==> config.mk <==
export PLATFORM = sky130hd
export DESIGN_NAME = enc8to3_rr
export DESIGN_NICKNAME = d
export VERILOG_FILES = /design/src/rtl/enc8to3_rr.sv
export SDC_FILE = /design/constraint.sdc
export NUM_CORES = 1
export LEC_CHECK = 0
export CORE_MARGIN = 2
export CORE_UTILIZATION = 41
export DETAILED_ROUTE_END_ITERATION = 16
export PLACE_DENSITY = 0.81
export SLEW_MARGIN = 30
export SYNTH_ARGS = -nofsm -noshare
export SYNTH_HDL_FRONTEND = slang
export SYNTH_SLANG_ARGS = --single-unit
==> constraint.sdc <==
create_clock -name Clock -period 2.3 [get_ports Clock]
set_input_delay 0.345 -clock Clock [delete_from_list [all_inputs] [get_ports Clock]]
set_output_delay 0.345 -clock Clock [all_outputs]
set_load 0.02 [all_outputs]
==> src/rtl/enc8to3_rr.sv <==
// Registered 8-to-3 encoder with a round-robin pick and a valid/ready hold.
// Define ENC8TO3_RR_EN for rotating priority; without it index 0 (Req[7]) always has priority.
module enc8to3_rr (
  input  logic       Clock,
  input  logic       Resetn,
  input  logic [7:0] Req,
  input  logic       Ready,
  output logic [2:0] W,
  output logic [7:0] Grant,
  output logic       Valid,
  output logic       Multi
);

  typedef enum logic {IDLE, HOLD} state_t;

  state_t     state_q, state_d;
  logic [2:0] w_q, w_d;
  logic [7:0] grant_q, grant_d;
  logic       valid_q, valid_d;
  logic       multi_q, multi_d;

  logic [7:0] req_idx;
  logic [7:0] sel_req;
  logic [2:0] sel_start;
  logic [2:0] idle_start;
  logic [2:0] accept_start;
  logic [3:0] pick;
  logic       take;

`ifdef ENC8TO3_RR_EN
  logic [2:0] ptr_q, ptr_d;
  assign idle_start   = ptr_q;
  assign accept_start = w_q + 3'd1;
`else
  assign idle_start   = 3'd0;
  assign accept_start = 3'd0;
`endif

  // Returns {found, index} of the first set bit scanning start, start+1, ... mod 8.
  function automatic logic [3:0] rr_pick(input logic [7:0] vec, input logic [2:0] start);
    logic [3:0] r;
    logic [2:0] idx;
    r = 4'b0;
    for (int k = 7; k >= 0; k--) begin
      idx = start + k[2:0];
      if (vec[idx]) r = {1'b1, idx};
    end
    return r;
  endfunction

  // Bit i of req_idx is the request for index i (Req[7] is index 0).
  assign req_idx = {<<{Req}};

  always_comb begin
    sel_req   = req_idx;
    sel_start = idle_start;
    if (state_q == HOLD) begin
      sel_req   = req_idx & ~(8'd1 << w_q);
      sel_start = accept_start;
    end
  end

  assign pick = rr_pick(sel_req, sel_start);

  always_comb begin
    state_d = state_q;
    w_d     = w_q;
    grant_d = grant_q;
    valid_d = valid_q;
    multi_d = multi_q;
    take    = 1'b0;
`ifdef ENC8TO3_RR_EN
    ptr_d   = ptr_q;
`endif
    case (state_q)
      IDLE:    take = 1'b1;
      HOLD:    take = Ready;
      default: take = 1'b1;
    endcase

    if (take) begin
`ifdef ENC8TO3_RR_EN
      if (state_q == HOLD) ptr_d = accept_start;
`endif
      if (pick[3]) begin
        state_d = HOLD;
        w_d     = pick[2:0];
        grant_d = 8'h80 >> pick[2:0];
        valid_d = 1'b1;
        multi_d = |(sel_req & ~(8'd1 << pick[2:0]));
      end else begin
        state_d = IDLE;
        w_d     = 3'd0;
        grant_d = 8'h00;
        valid_d = 1'b0;
        multi_d = 1'b0;
      end
    end
  end

  always_ff @(posedge Clock) begin
    if (!Resetn) begin
      state_q <= IDLE;
      w_q     <= 3'd0;
      grant_q <= 8'h00;
      valid_q <= 1'b0;
      multi_q <= 1'b0;
    end else begin
      state_q <= state_d;
      w_q     <= w_d;
      grant_q <= grant_d;
      valid_q <= valid_d;
      multi_q <= multi_d;
    end
  end

`ifdef ENC8TO3_RR_EN
  always_ff @(posedge Clock) begin
    if (!Resetn) ptr_q <= 3'd0;
    else         ptr_q <= ptr_d;
  end
`endif

  assign W     = w_q;
  assign Grant = grant_q;
  assign Valid = valid_q;
  assign Multi = multi_q;

endmodule

==> out/results.tsv, run 1 <==
metric	value	unit
holdCritPathClass	register to register	
grt_antenna_before_repair	0	
detailedRoute.firstIterationViolations	15	
tightest_slew	381	ps
fmax	0.473	GHz
max_cap_violations	0	
synth.top_cell.area_share	0.314	
placed_cell_area	0.00116	mm2
htree_num_levels	1	
drt_wl_total	2110	um
number_of_synthesized_flops_with_an_enable_pin	0	
start_kind	register	
layout.cells.non_filler	165	
netlist_top_cells_count	sky130_fd_sc_hd__dfxtp_1 (13), sky130_fd_sc_hd__nand2_1 (12), sky130_fd_sc_hd__nand3_1 (10)	
area_delta_synth_final	43.4	%
clkSlewWorstSetupHoldPaths	80	ps
remaining_drc_errors	0	
postSynthCellCount	103	
synth_flop_cell	sky130_fd_sc_hd__dfxtp_1	
detail_route.first_pass.iterations	4	
cp_data_required_time	2480	ps
insertedDiodeCount	0	
powerDensity	477	mW/mm2
global_route.usage.total	0.191	
route.detailed.vias_per_inst	5.44	
portBuffers	23	
final_layout_size_suffix_gt1_frac	0.196	
run_status	finished, final reports clean	
worstPathMaxFanout	6	
clockRootBuffer	sky130_fd_sc_hd__clkbuf_4	
io_pins	24	
irDropWorstVdd	0.000432	V
cts_made_buffers	3	
setup-violations-final	0	
worst_setup_path_end_kind	register	
ys_top_cells_by_area	sky130_fd_sc_hd__dfxtp_1 (31%), sky130_fd_sc_hd__nand3_1 (6.0%), sky130_fd_sc_hd__a21oi_1 (5.4%), sky130_fd_sc_hd__mux2_2 (5.4%), sky130_fd_sc_hd__nand2_1 (5.4%)	
async_reset_ff_frac	0	
avgRoutedWirePerCell	12.8	um
setup_repair_after_global_routing_missed_its_margin	false	
core-area	0.00194	mm2
first_global_vias	868	
filler_cell_count	182	
grt_max_degree	14	
syn-cell-area	828	um2
worst-setup-path-type	register to register	
synth_seq_area_share	0.314	
slew-limit-headroom	0.743	
timing_hold_violations_final	0	
rows	16	
floorplan.initialDensity	0.427	
clock-skew-final	9.59	ps
critical_path_arrival	2290	ps
grt_pass1_wl	3710	um
avgSynthCellArea	8.04	um2
grt.overflow.total	0	
ys_ff_latch	13	
die_h	48.9	um
fin_area	0.00119	mm2
maxSlewViolCount	0	
overall_die_width	48.9	um
synth_top_cell_by_area	sky130_fd_sc_hd__dfxtp_1	
yosysWarnings	0	
cts_hold_buffers	0	
vias	897	
min-delay-start	Grant[1]	
hpwl	1640	um
setup.worst_path.start	W[0]	
clk_latency	280	ps
clock-sinks	13	
mappedNetlistNets	114	
ctsLongestPathBuffers	2	
place_congestion	0.945	
design.die.area	0.00240	mm2
rr_startpoint	W[0]	
yosysUniqueCellTypes	37	
cts_tree	built	
leakagePower	0.424	nW
cts_setup_buffers	0	
final.period_utilization	0.920	
layout_min_cycle_time	2120	ps
cts-resized-gates	0	
drt.antenna.violating_nets	0	
numnets_final	150	
place_inst	161	
yosys.cell_count.top_type	sky130_fd_sc_hd__dfxtp_1	
-- metrics by stage --
| stage | worst slack, ps | util | power (mW) | hold WS [ps] | TNS (ps) |
|---|---|---|---|---|---|
| 2_1_floorplan | 102 | - | 0.349 | 486 | 0 |
| 3_3_place_gp | 0.168 | 0.598 | 0.425 | 445 | 0 |
| 3_5_place_dp | -48.5 | 0.598 | 0.429 | 456 | -48.5 |
| 4_1_cts | 184 | 0.611 | 0.569 | 472 | 0 |
| 5_1_grt | 6.66 | 0.611 | 0.595 | 487 | 0 |
| 6_report | 184 | 0.611 | 0.566 | 465 | 0 |
-- critical path: stages (launching register included) --
cell	delay [ps]
sky130_fd_sc_hd__dfxtp_1	440
sky130_fd_sc_hd__mux2_2	360
sky130_fd_sc_hd__o22a_1	200
sky130_fd_sc_hd__and2b_4	280
sky130_fd_sc_hd__a21oi_2	50
sky130_fd_sc_hd__or4_1	460
sky130_fd_sc_hd__o221a_1	220
-- area by class of cell --
type | instances | area, um2 | area share
Multi-Input combinational cell | 82 | 524 | 0.442
Timing Repair Buffer | 37 | 335 | 0.282
Sequential cell | 13 | 260 | 0.219
Tap cell | 27 | 33.8 | 0.0285
Clock buffer | 4 | 26.3 | 0.0221
Inverter | 2 | 7.51 | 0.00632
-- worst paths after layout --
path	slack, ps	end	cells past startpoint
setup / recovery	180	Multi	6
hold / removal	470	Grant[1]	2
setup reg to reg	180	Multi	6
hold reg to reg	470	Grant[1]	2
-- sequential cells by signal (all words and copies together) (netlist names) --
| name | flops |
|---|---|
| Valid | 1 |
| Grant | 8 |
| W | 3 |
| Multi | 1 |
-- layer usage --
layer | routed length [um] | vias up | share of wire | global-route usage
met2 | 995 | 21 | 0.47 | 0.326
met1 | 1020 | 413 | 0.48 | 0.242
met5 | 0 | - | 0 | 0
met4 | 30 | 0 | 0.014 | 0.0762
li1 | - | 459 | - | -
met3 | 64 | 4 | 0.030 | 0.0276
-- power by group --
group | internal [mW] | leakage, nW | switching, mW
combinational | 0.0935 | 0.303 | 0.0839
sequential | 0.236 | 0.106 | 0.0120
clock | 0.0674 | 0.0150 | 0.0737
total | 0.397 | 0.424 | 0.170
-- kinds of logic after synthesis --
kind of cell           after synthesis  synth area share
muxes                                4            0.0544
DFF                                 13             0.314
AOI/OAI and AO/OA                   35             0.310
and+or+nand+nor                     43             0.269
buffers and inverters                8            0.0529
-- cells in the final DEF, fill, tap and decap left out, drive strengths merged --
master,Yosys,layout
a21bo,1,1
a21boi,1,1
a21oi,10,10
a22oi,3,3
a31oi,1,1
a32o,2,2
a41oi,1,1
and2b,1,1
and3,2,2
buf,4,14
clkbuf,2,4
clkdlybuf4s50,0,23
clkinv,1,1
dfxtp,13,13
inv,1,1
mux2,4,4
nand2,12,12
nand2b,2,2
nand3,10,10
nand3b,2,2
nand4,1,1
nor2,8,8
nor2b,1,1
nor3b,2,2
o211ai,2,2
o21a,2,2
o21ai,3,3
o221a,1,1
o22a,2,2
o22ai,4,4
o31ai,2,2
or3b,1,1
or4,1,1
(Power assumes the default switching activity.)
==> inputs of run 2 (changes only) <==
--- a/config.mk
+++ b/config.mk
@@ -9,7 +9,8 @@
 export CORE_UTILIZATION = 41
 export DETAILED_ROUTE_END_ITERATION = 16
 export PLACE_DENSITY = 0.81
-export SLEW_MARGIN = 30
+export SLEW_MARGIN = 10
 export SYNTH_ARGS = -nofsm -noshare
 export SYNTH_HDL_FRONTEND = slang
 export SYNTH_SLANG_ARGS = --single-unit
+export TNS_END_PERCENT = 1
==> results of run 2 <==
Same layout as run 1: the final DEF is identical, and so are final timing and power.
